==> config.mk <==
export PLATFORM = sky130hd
export DESIGN_NAME = array_unsigned_mult8_reg
export DESIGN_NICKNAME = d
export VERILOG_FILES = /design/src/rtl/array_unsigned_mult8_reg.sv
export SDC_FILE = /design/constraint.sdc
export NUM_CORES = 1
export LEC_CHECK = 0
export ABC_AREA = 1
export CELL_PAD_IN_SITES_DETAIL_PLACEMENT = 1
export CELL_PAD_IN_SITES_GLOBAL_PLACEMENT = 1
export CORE_MARGIN = 2
export CORE_UTILIZATION = 44
export CTS_CLUSTER_DIAMETER = 120
export DETAILED_ROUTE_END_ITERATION = 8
export GPL_TIMING_DRIVEN = 0
export PLACE_DENSITY_LB_ADDON = 0.1
export SLEW_MARGIN = 25
export SYNTH_ARGS = -nofsm -noshare
export SYNTH_HDL_FRONTEND = slang
export SYNTH_SLANG_ARGS = --single-unit
==> constraint.sdc <==
create_clock -name clk -period 25.1 [get_ports clk]
set_clock_uncertainty 0.05 [all_clocks]
set_input_delay 2.51 -clock clk [delete_from_list [all_inputs] [get_ports clk]]
set_output_delay 2.51 -clock clk [all_outputs]
set_load 0.005 [all_outputs]
==> src/rtl/array_unsigned_mult8_reg.sv <==
// rtl/array_unsigned_mult8_reg.sv - 8x8 unsigned ripple array multiplier with registered 16-bit product
//
// Purpose:
//   Fixed-width unsigned multiply leaf. AND-gate partial products are summed
//   row by row through 8-bit ripple adder rows. The product register is the
//   only state, so the latency is exactly one clock and every edge captures
//   a new result.
//
// Ports (array_unsigned_mult8_reg):
//   clk      in   1   rising-edge clock
//   reset    in   1   synchronous active-high reset, clears product
//   A        in   8   unsigned multiplicand
//   B        in   8   unsigned multiplier
//   product  out  16  registered A*B
//
// Helper modules in this file:
//   array_mult_ha   half adder cell
//   array_mult_fa   full adder cell
//   array_mult_row  one 8-bit adder row (half adder at LSB, full adders above)

module array_mult_ha (
  input  logic a,
  input  logic b,
  output logic s,
  output logic c
);
  assign s = a ^ b;
  assign c = a & b;
endmodule

module array_mult_fa (
  input  logic a,
  input  logic b,
  input  logic ci,
  output logic s,
  output logic co
);
  assign s  = a ^ b ^ ci;
  assign co = (a & b) | (a & ci) | (b & ci);
endmodule

// One array row: adds this row's partial products to the previous row's
// result shifted down by one bit (prev already carries the previous row's
// carry-out in its MSB). The carries ripple through distinct nets so each
// bit is a separate combinational node.
module array_mult_row (
  input  logic [7:0] pp,
  input  logic [7:0] prev,
  output logic [7:0] sum,
  output logic       cout
);
  logic c1, c2, c3, c4, c5, c6, c7;
  logic s0, s1, s2, s3, s4, s5, s6, s7;

  array_mult_ha u_b0 (.a(pp[0]), .b(prev[0]),          .s(s0), .c(c1));
  array_mult_fa u_b1 (.a(pp[1]), .b(prev[1]), .ci(c1), .s(s1), .co(c2));
  array_mult_fa u_b2 (.a(pp[2]), .b(prev[2]), .ci(c2), .s(s2), .co(c3));
  array_mult_fa u_b3 (.a(pp[3]), .b(prev[3]), .ci(c3), .s(s3), .co(c4));
  array_mult_fa u_b4 (.a(pp[4]), .b(prev[4]), .ci(c4), .s(s4), .co(c5));
  array_mult_fa u_b5 (.a(pp[5]), .b(prev[5]), .ci(c5), .s(s5), .co(c6));
  array_mult_fa u_b6 (.a(pp[6]), .b(prev[6]), .ci(c6), .s(s6), .co(c7));
  array_mult_fa u_b7 (.a(pp[7]), .b(prev[7]), .ci(c7), .s(s7), .co(cout));

  assign sum = {s7, s6, s5, s4, s3, s2, s1, s0};
endmodule

module array_unsigned_mult8_reg (
  input  logic        clk,
  input  logic        reset,
  input  logic [7:0]  A,
  input  logic [7:0]  B,
  output logic [15:0] product
);
  // Partial-product rows: row k is A gated by B[k].
  logic [7:0] pp0, pp1, pp2, pp3, pp4, pp5, pp6, pp7;

  assign pp0 = A & {8{B[0]}};
  assign pp1 = A & {8{B[1]}};
  assign pp2 = A & {8{B[2]}};
  assign pp3 = A & {8{B[3]}};
  assign pp4 = A & {8{B[4]}};
  assign pp5 = A & {8{B[5]}};
  assign pp6 = A & {8{B[6]}};
  assign pp7 = A & {8{B[7]}};

  // Row results. Row 0 is the raw partial-product row with no carry-out.
  logic [7:0] sum0, sum1, sum2, sum3, sum4, sum5, sum6, sum7;
  logic       cout0, cout1, cout2, cout3, cout4, cout5, cout6, cout7;

  assign sum0  = pp0;
  assign cout0 = 1'b0;

  // Each row consumes the previous row's upper 7 sum bits plus its carry-out;
  // the previous row's LSB has reached its final weight and drops out as a
  // product bit.
  array_mult_row u_row1 (.pp(pp1), .prev({cout0, sum0[7:1]}), .sum(sum1), .cout(cout1));
  array_mult_row u_row2 (.pp(pp2), .prev({cout1, sum1[7:1]}), .sum(sum2), .cout(cout2));
  array_mult_row u_row3 (.pp(pp3), .prev({cout2, sum2[7:1]}), .sum(sum3), .cout(cout3));
  array_mult_row u_row4 (.pp(pp4), .prev({cout3, sum3[7:1]}), .sum(sum4), .cout(cout4));
  array_mult_row u_row5 (.pp(pp5), .prev({cout4, sum4[7:1]}), .sum(sum5), .cout(cout5));
  array_mult_row u_row6 (.pp(pp6), .prev({cout5, sum5[7:1]}), .sum(sum6), .cout(cout6));
  array_mult_row u_row7 (.pp(pp7), .prev({cout6, sum6[7:1]}), .sum(sum7), .cout(cout7));

  // Low 7 product bits come from each row's LSB; the last row supplies bits
  // 14:7 and its carry-out is bit 15.
  logic [15:0] product_next;

  assign product_next = {cout7, sum7,
                         sum6[0], sum5[0], sum4[0], sum3[0],
                         sum2[0], sum1[0], sum0[0]};

  // Reset wins over the freshly computed result.
  always_ff @(posedge clk) begin
    if (reset) begin
      product <= 16'd0;
    end else begin
      product <= product_next;
    end
  end

endmodule

Word-level counts from Yosys, hierarchy flattened
Index checks and enable logic that the tools add are counted. W data, S select, Z words.

Output and inout port bits: 16. Logic and storage cells: 361. Register bits after elaboration: 16. Bits of input ports: 18.

Bitwise gates (word level): 360.

Operator list (number): $and A1 B1 Y1 (152); $xor A1 B1 Y1 (104); $or A1 B1 Y1 (96); $and A8 B8 Y8 (8).

Logic depth before layout (Yosys ltp)
Gate-level depths: netlist of the first run.

Word-level depth: 52. Mapped depth: 31. Gate-level depth less buffers: 30.

Hierarchy
Synthesis of the first run repeated with hierarchy kept, for this count alone.

Cell total of the unflattened synthesis: 305. Area total of the unflattened synthesis: 2514.9 sq um.

Modules (own cells, without submodules): array_unsigned_mult8_reg (instances 1, area each 1026.0 sq um, cells each 193, sequential area each 320.3 sq um); array_mult_fa (instances 49, area each 20.0 sq um, cells each 1, sequential area each 0.0 sq um); array_mult_row (instances 7, area each 60.1 sq um, cells each 8, sequential area each 0.0 sq um); array_mult_ha (instances 7, area each 12.5 sq um, cells each 1, sequential area each 0.0 sq um).

Worst setup path after synthesis of the first run
Ideal clock, no wire load.

Path kind: input port to flip-flop. Start: in B[0]. End: reg product[14]. Buffers on the path: 1. Arrival: 11843 ps. Stages: 29. Data required time: 24986 ps. Setup time: 64 ps. Path slack: 13143 ps. Cell sequence: buf_2 -> nand2_1 -> inv_1 -> ha_1 -> inv_1 -> fa_1 -> fa_1 -> fa_1 -> inv_1 -> fa_1 -> fa_1 -> fa_1 -> fa_1 -> fa_1 -> fa_1 -> fa_1 -> fa_1 -> fa_1 -> fa_1 -> inv_1 -> fa_1 -> inv_1 -> fa_1 -> fa_1 -> fa_1 -> fa_1 -> fa_1 -> inv_1 -> nor2_1.

Longest elaborated chain between the ends: 50. Elaborated cells between the ends (all ways): 329. Classes of those cells: bitwise: 329.

Ends and longest elaborated chain: from (decl) (RTL line 71) `input logic [7:0] B,`; $and A8 B8 Y8 (*) (RTL line 77) `assign pp0 = A & {8{B[0]}};`; $and A1 B1 Y1 (RTL line 28) `assign c = a & b;`; $and A1 B1 Y1 (RTL line 39) `assign co = (a & b) | (a & ci) | (b & ci);`; $or A1 B1 Y1 (2 in series) (RTL line 39); $and A1 B1 Y1 (RTL line 39); $or A1 B1 Y1 (2 in series) (RTL line 39); $and A1 B1 Y1 (RTL line 39); $or A1 B1 Y1 (2 in series) (RTL line 39); [29 not listed]; $and A1 B1 Y1 (RTL line 39); $or A1 B1 Y1 (2 in series) (RTL line 39); $and A1 B1 Y1 (RTL line 39); $or A1 B1 Y1 (2 in series) (RTL line 39); $and A1 B1 Y1 (RTL line 39); $or A1 B1 Y1 (2 in series) (RTL line 39); $xor A1 B1 Y1 (*) (RTL line 38) `assign s = a ^ b ^ ci;`; named net u_row7.s7 (RTL line 53) `logic s0, s1, s2, s3, s4, s5, s6, s7;`; to (signal assigned) (RTL line 117) `product <= product_next;`; to (decl) (RTL line 72) `output logic [15:0] product`.

Mark *: on every way through the listed nets, which the timed path passes. The rest lies on a longest branch. A chain may end at the register's enable or synchronous reset.

Worst setup path in the final report of the first run
Start: in A[0]. End: reg product[14].

Longest elaborated chain between the ends: 50. Elaborated cells between the ends (all ways): 323. Classes of those cells: bitwise: 323.

Ends and longest elaborated chain: from (decl) (RTL line 70) `input logic [7:0] A,`; $and A8 B8 Y8 (RTL line 78) `assign pp1 = A & {8{B[1]}};`; $and A1 B1 Y1 (RTL line 28); $and A1 B1 Y1 (RTL line 39); $or A1 B1 Y1 (2 in series) (RTL line 39); $and A1 B1 Y1 (RTL line 39); $or A1 B1 Y1 (2 in series) (RTL line 39); $and A1 B1 Y1 (RTL line 39); $or A1 B1 Y1 (2 in series) (RTL line 39); [29 not listed]; $and A1 B1 Y1 (RTL line 39); $or A1 B1 Y1 (2 in series) (RTL line 39); $and A1 B1 Y1 (RTL line 39); $or A1 B1 Y1 (2 in series) (RTL line 39); $and A1 B1 Y1 (RTL line 39); $or A1 B1 Y1 (2 in series) (RTL line 39); $xor A1 B1 Y1 (*) (RTL line 38); named net u_row7.s7 (RTL line 53).

Marked as above.

==> flow_metrics.env, run 1 <==
export IMPL_fin_crit_ns=12.00
export IMPL_overflow=0
export IMPL_maxSlewHeadroom=0.8920
export IMPL_period_share=0.4782
export IMPL_drc=0
export IMPL_ys_seq_elements=16
export IMPL_use_met1=0.1991
export IMPL_max_cap_violations=0
export IMPL_synthToLayoutAreaGrowth_pct=13.44
export IMPL_required_ns=25.24
export IMPL_numClockSinks=16
export IMPL_hold_start="reset"
export IMPL_clk_pin_slew_worst_paths_ns=0.06
export IMPL_grtUsageTotal=0.1633
export IMPL_hold_path_end="product[9]"
export IMPL_core_area_um2=4661
export IMPL_timing_setup_tns_ns=0
export IMPL_cts_buffer_depth=2
export IMPL_final_common_cell="inv_1"
export IMPL_holdBufCountCts=0
export IMPL_yosysTopAreaCell="fa_1"
export IMPL_final_util=0.5119
export IMPL_cts_root_buf="clkbuf_8"
export IMPL_grt_max_degree=11
export IMPL_drt_first_pass_iters=4
export IMPL_synthTopCellsByArea="fa_1, dfxtp_1, inv_1, nand2_1, ha_1"
export IMPL_cts_setup_buffers=0
export IMPL_hp_class="in2reg"
export IMPL_finalMaxSlewViolations=0
export IMPL_rsz0062_at_grt="no"
export IMPL_nFillCells=585
export IMPL_cts_repair_resized=0
export IMPL_leakage_uw=0.001472
export IMPL_layout_common_cells="inv_1, nand2_1, fa_1"
export IMPL_reg_top3="product (16)"
export IMPL_busiest_layer="met2"
export IMPL_initial_core_util=0.4513
export IMPL_min_path_cells=2
export IMPL_cts_buffers=3
export IMPL_worstMarginPinSlew_ns=0.1619
export IMPL_status="completed"
export IMPL_dpl_hpwl_um=3243
export IMPL_io_pins=34
export IMPL_drtAntennaViolNets=0
export IMPL_max_freq_ghz=0.08331
export IMPL_diodes=0
export IMPL_largest_reg_flops=16
export IMPL_place_congestion=0.7186
export IMPL_routed_via_count=1418
export IMPL_die_width_um=73.14
export IMPL_path_common_cell="fa_1"
export IMPL_nets=350
export IMPL_critPathMaxFanout=8
export IMPL_grt_pass1_vias=1609
export IMPL_worstPathArrival_ns=12.14
export IMPL_syn_avg_cell_area_um2=8.248
export IMPL_wl_per_cell_um=10.33
export IMPL_power_density_nw_per_um2=99.91
export IMPL_peakVddDrop_v=0.00004131
export IMPL_setup_violations=0
export IMPL_hold_viol=0
export IMPL_wl_um=3400
export IMPL_cts_htree_levels=1
export IMPL_yosysWarningCount=0
export IMPL_seq_area_frac_synth=0.1523
export IMPL_placement_io_buffers=16
export IMPL_netlist_instances=255
export IMPL_grt_util_met3=0.02072
export IMPL_die_area_um2=5349
export IMPL_viasPerCell=4.310
export IMPL_cp_slowest_cell="fa_1"
export IMPL_use_met2=0.3073
export IMPL_cp_end_kind="flip-flop"
export IMPL_die_h_um=73.14
export IMPL_synth_area_um2=2103
export IMPL_netlist_cell_type_count=8
export IMPL_startpoint_type="primary input"
export IMPL_antenna_found_initial=0
export IMPL_grt_first_pass_wirelength_um=6831
export IMPL_synth_nets=329
export IMPL_p_total_uw=238.4
export IMPL_max_stage_delay_ns=0.56
export IMPL_cts_tree="done"
export IMPL_regMostFlops="product"
export IMPL_worstSetupPathType="in2reg"
export IMPL_drive_gt1_frac=0.08000
export IMPL_drt_iter0_markers=19
export IMPL_yosysTopAreaCellShare=0.4569
export IMPL_core_rowCount=25
## critical path, delay by kind of cell
family,cells,cell delay (ns)
buf+inv,7,0.48
simple gates,2,0.14
fa+ha+maj,20,9.01
## worst max path at each step
stage | from | endpoint | cells past startpoint
5_1_grt | B[0] | product[14] | 29
3_5_place_dp | A[0] | product[14] | 29
6_report | A[0] | product[14] | 29
2_1_floorplan | B[0] | product[14] | 29
4_1_cts | A[0] | product[14] | 29
3_3_place_gp | B[0] | product[14] | 29
## final cells by class
cell class,count,area (um2),area share
Inverter,85,319.1,0.1337
Buffer,18,102.6,0.04300
Tap cell,54,67.56,0.02832
Timing Repair Buffer,16,160.2,0.06712
Clock buffer,4,55.05,0.02307
Multi-Input combinational cell,136,1361,0.5705
Sequential cell,16,320.3,0.1342
## report_power, final
group	internal, uW	switching [uW]
clock network	13.9	8.55
registers	34.9	1.75
logic	83.4	95.9
total	132	106
## Yosys cell counts, drive strengths merged
library cell  count
buf              18
fa               48
dfxtp            16
inv              85
nand2            64
nor2             16
ha                8
## stage by stage
stage | setup slack [ns] | hold slack [ns] | area [um2] | cells
after floorplan | 13.14 | 2.639 | 2103 | 255
after global placement | 12.88 | 2.654 | 2331 | 325
after detailed placement | 12.72 | 2.653 | 2331 | 325
after CTS | 12.97 | 2.388 | 2386 | 329
after global routing | 12.61 | 2.397 | 2386 | 329
final | 13.10 | 2.391 | 2386 | 329
## routing by layer
metal  wire (um)  vias up
li1            -      711
met1        1413      685
met2        1889       20
met3          74        2
met4          22        0
met5           0        -
## cell families after synthesis
family        count (synthesis)  synth area share
fa+ha+maj                    56            0.5045
buf+inv                     103            0.2005
flops                        16            0.1523
simple gates                 80            0.1428
Power figures use the tool's default switching activity.
==> run 2, diff against run 1 <==
--- a/config.mk
+++ b/config.mk
@@ -9,7 +9,7 @@
 export CELL_PAD_IN_SITES_DETAIL_PLACEMENT = 1
 export CELL_PAD_IN_SITES_GLOBAL_PLACEMENT = 1
 export CORE_MARGIN = 2
-export CORE_UTILIZATION = 44
+export CORE_UTILIZATION = 37
 export CTS_CLUSTER_DIAMETER = 120
 export DETAILED_ROUTE_END_ITERATION = 8
 export GPL_TIMING_DRIVEN = 0
==> constraint.sdc (replaced) <==
create_clock -name clk -period 10.1 [get_ports clk]
set_clock_uncertainty 0.05 [all_clocks]
set_input_delay 1.01 -clock clk [delete_from_list [all_inputs] [get_ports clk]]
set_output_delay 1.01 -clock clk [all_outputs]
set_load 0.005 [all_outputs]
==> run 2 against run 1 <==
Compared with the run above: final cell count rose by 5.2%; first-iteration DRC count rose by 11%; power rose to 2.7 times the previous value.
==> flow_metrics.env, run 2 (synthesis results as in run 1) <==
export IMPL_cts_buffer_depth=2
export IMPL_holdBufCountCts=0
export IMPL_cp_num_buf_inv=7
export IMPL_critPathMaxFanout=8
export IMPL_initial_core_util=0.3820
export IMPL_place_congestion=0.6729
export IMPL_path_common_cell="fa_2"
export IMPL_hp_class="in2reg"
export IMPL_grt_pass1_vias=1612
export IMPL_final_common_cell="inv_1"
export IMPL_p_sw_uw=289.2
export IMPL_setup_violations=0
export IMPL_cts_buffers=3
export IMPL_power_frac_clock=0.075
export IMPL_whs_ns=0.8837
export IMPL_wl_per_cell_um=11.16
export IMPL_hold_viol=0
export IMPL_swShare=0.4519
export IMPL_nFillCells=658
export IMPL_finalMaxSlewViolations=0
export IMPL_placed_area_um2=2416
export IMPL_combinationalPowerShare=0.783
export IMPL_drive_gt1_frac=0.2153
export IMPL_startpoint="A[1]"
export IMPL_layout_common_cells="inv_1, nand2_1, fa_2"
export IMPL_peakVddDrop_v=0.0001068
export IMPL_worstPathArrival_ns=9.88
export IMPL_reg_top3="product (16)"
export IMPL_regMostFlops="product"
export IMPL_maxSlewHeadroom=0.8996
export IMPL_grt_first_pass_wirelength_um=7120
export IMPL_fin_crit_ns=9.732
export IMPL_numClockSinks=16
export IMPL_wl_um=3860
export IMPL_dp_cells=343
export IMPL_synthToLayoutAreaGrowth_pct=18.74
export IMPL_grtUsageTotal=0.1485
export IMPL_routed_via_count=1455
export IMPL_drt_first_pass_iters=3
export IMPL_required_ns=10.25
export IMPL_final_cell_count_no_fill=346
export IMPL_endpoint="product[14]"
export IMPL_largest_reg_flops=16
export IMPL_cts_htree_levels=1
export IMPL_p_total_uw=639.9
export IMPL_die_area_um2=6304
export IMPL_startpoint_type="primary input"
export IMPL_final_util=0.4535
export IMPL_period_share=0.9636
export IMPL_max_stage_delay_ns=0.55
export IMPL_die_width_um=79.40
export IMPL_cp_depth=29
export IMPL_grt_max_degree=11
export IMPL_clk_pin_slew_worst_paths_ns=0.07
export IMPL_internal_power_uw=350.7
export IMPL_core_area_um2=5507
export IMPL_pwr_share_seq=0.143
export IMPL_max_freq_ghz=0.1028
export IMPL_cts_tree="done"
export IMPL_viasPerCell=4.205
export IMPL_drtAntennaViolNets=0
export IMPL_fin_area_um2=2497
export IMPL_diodes=0
export IMPL_core_rowCount=27
export IMPL_io_pins=34
export IMPL_placement_io_buffers=16
export IMPL_crit_family="adder cells"
export IMPL_nets=350
export IMPL_dpl_hpwl_um=3560
export IMPL_cts_root_buf="clkbuf_8"
export IMPL_status="completed"
export IMPL_worstMarginPinSlew_ns=0.1506
export IMPL_power_density_nw_per_um2=256.2
export IMPL_max_cap_violations=0
export IMPL_overflow=0
export IMPL_worstSetupPathType="in2reg"
export IMPL_leakage_uw=0.001430
export IMPL_die_h_um=79.40
export IMPL_drt_iter0_markers=21
export IMPL_antenna_found_initial=0
export IMPL_cp_slowest_cell="fa_2"
export IMPL_cp_end_kind="flip-flop"
export IMPL_drc=0
[run 2: changes by cell type in the layout (fill, tap and decap cells not counted), sizes merged]
cell,delta
clkbuf,-1
[run 2: worst min-delay path by stage]
stage | slack, ns | from | endpoint | cells after the start
global placement | 1.16 | reset | product[8] | 2
floorplan | 1.14 | reset | product[7] | 2
CTS | 0.88 | reset | product[9] | 2
global route | 0.89 | reset | product[9] | 2
detailed placement | 1.16 | reset | product[9] | 2
finish | 0.88 | reset | product[9] | 2
[run 2: layout make-up]
type | instances | area (um2) | share of cell area
Sequential cell | 16 | 320.3 | 0.1283
Clock buffer | 3 | 41.29 | 0.01653
Buffer | 18 | 112.6 | 0.04509
Inverter | 85 | 319.1 | 0.1278
Multi-Input combinational cell | 136 | 1454 | 0.5822
Tap cell | 72 | 90.09 | 0.03607
Timing Repair Buffer | 16 | 160.2 | 0.06413
[run 2: through the flow]
stage	setup slack, ns	TNS (ns)
2_1_floorplan	0.04181	0
3_3_place_gp	-0.2052	-0.3514
3_5_place_dp	-0.3725	-0.6885
4_1_cts	0.001391	0
5_1_grt	-0.002834	-0.002834
6_report	0.3677	0
[run 2: what timing repair did]
item / in CTS / in global routing
setup endpoints to repair: 2 / 2
gates resized for setup: 6 / 11
pin swaps: 1 / 17
setup buffers: 0 / 0
endpoints found under the hold margin: 0 / 0
[run 2: power by group through the flow]
stage                     Sequential, uW  Combinational (uW)  Clock, uW
final                               91.3                 501       47.9
after global routing                92.4                 607       51.8
after CTS                           91.7                 511       49.4
after detailed placement            93.1                 505          0
after global placement              91.9                 474          0
after floorplan                     95.5                 360          0
[run 2: metal layers]
| metal | vias up | part of all wire | wire [um] | track usage |
|---|---|---|---|---|
| met3 | 9 | 0.029 | 111 | 0.02262 |
| met2 | 23 | 0.58 | 2225 | 0.2915 |
| met1 | 715 | 0.37 | 1429 | 0.1558 |
| met4 | 0 | 0.024 | 93 | 0.06034 |
| met5 | - | 0 | 0 | 0 |
| li1 | 708 | - | - | - |
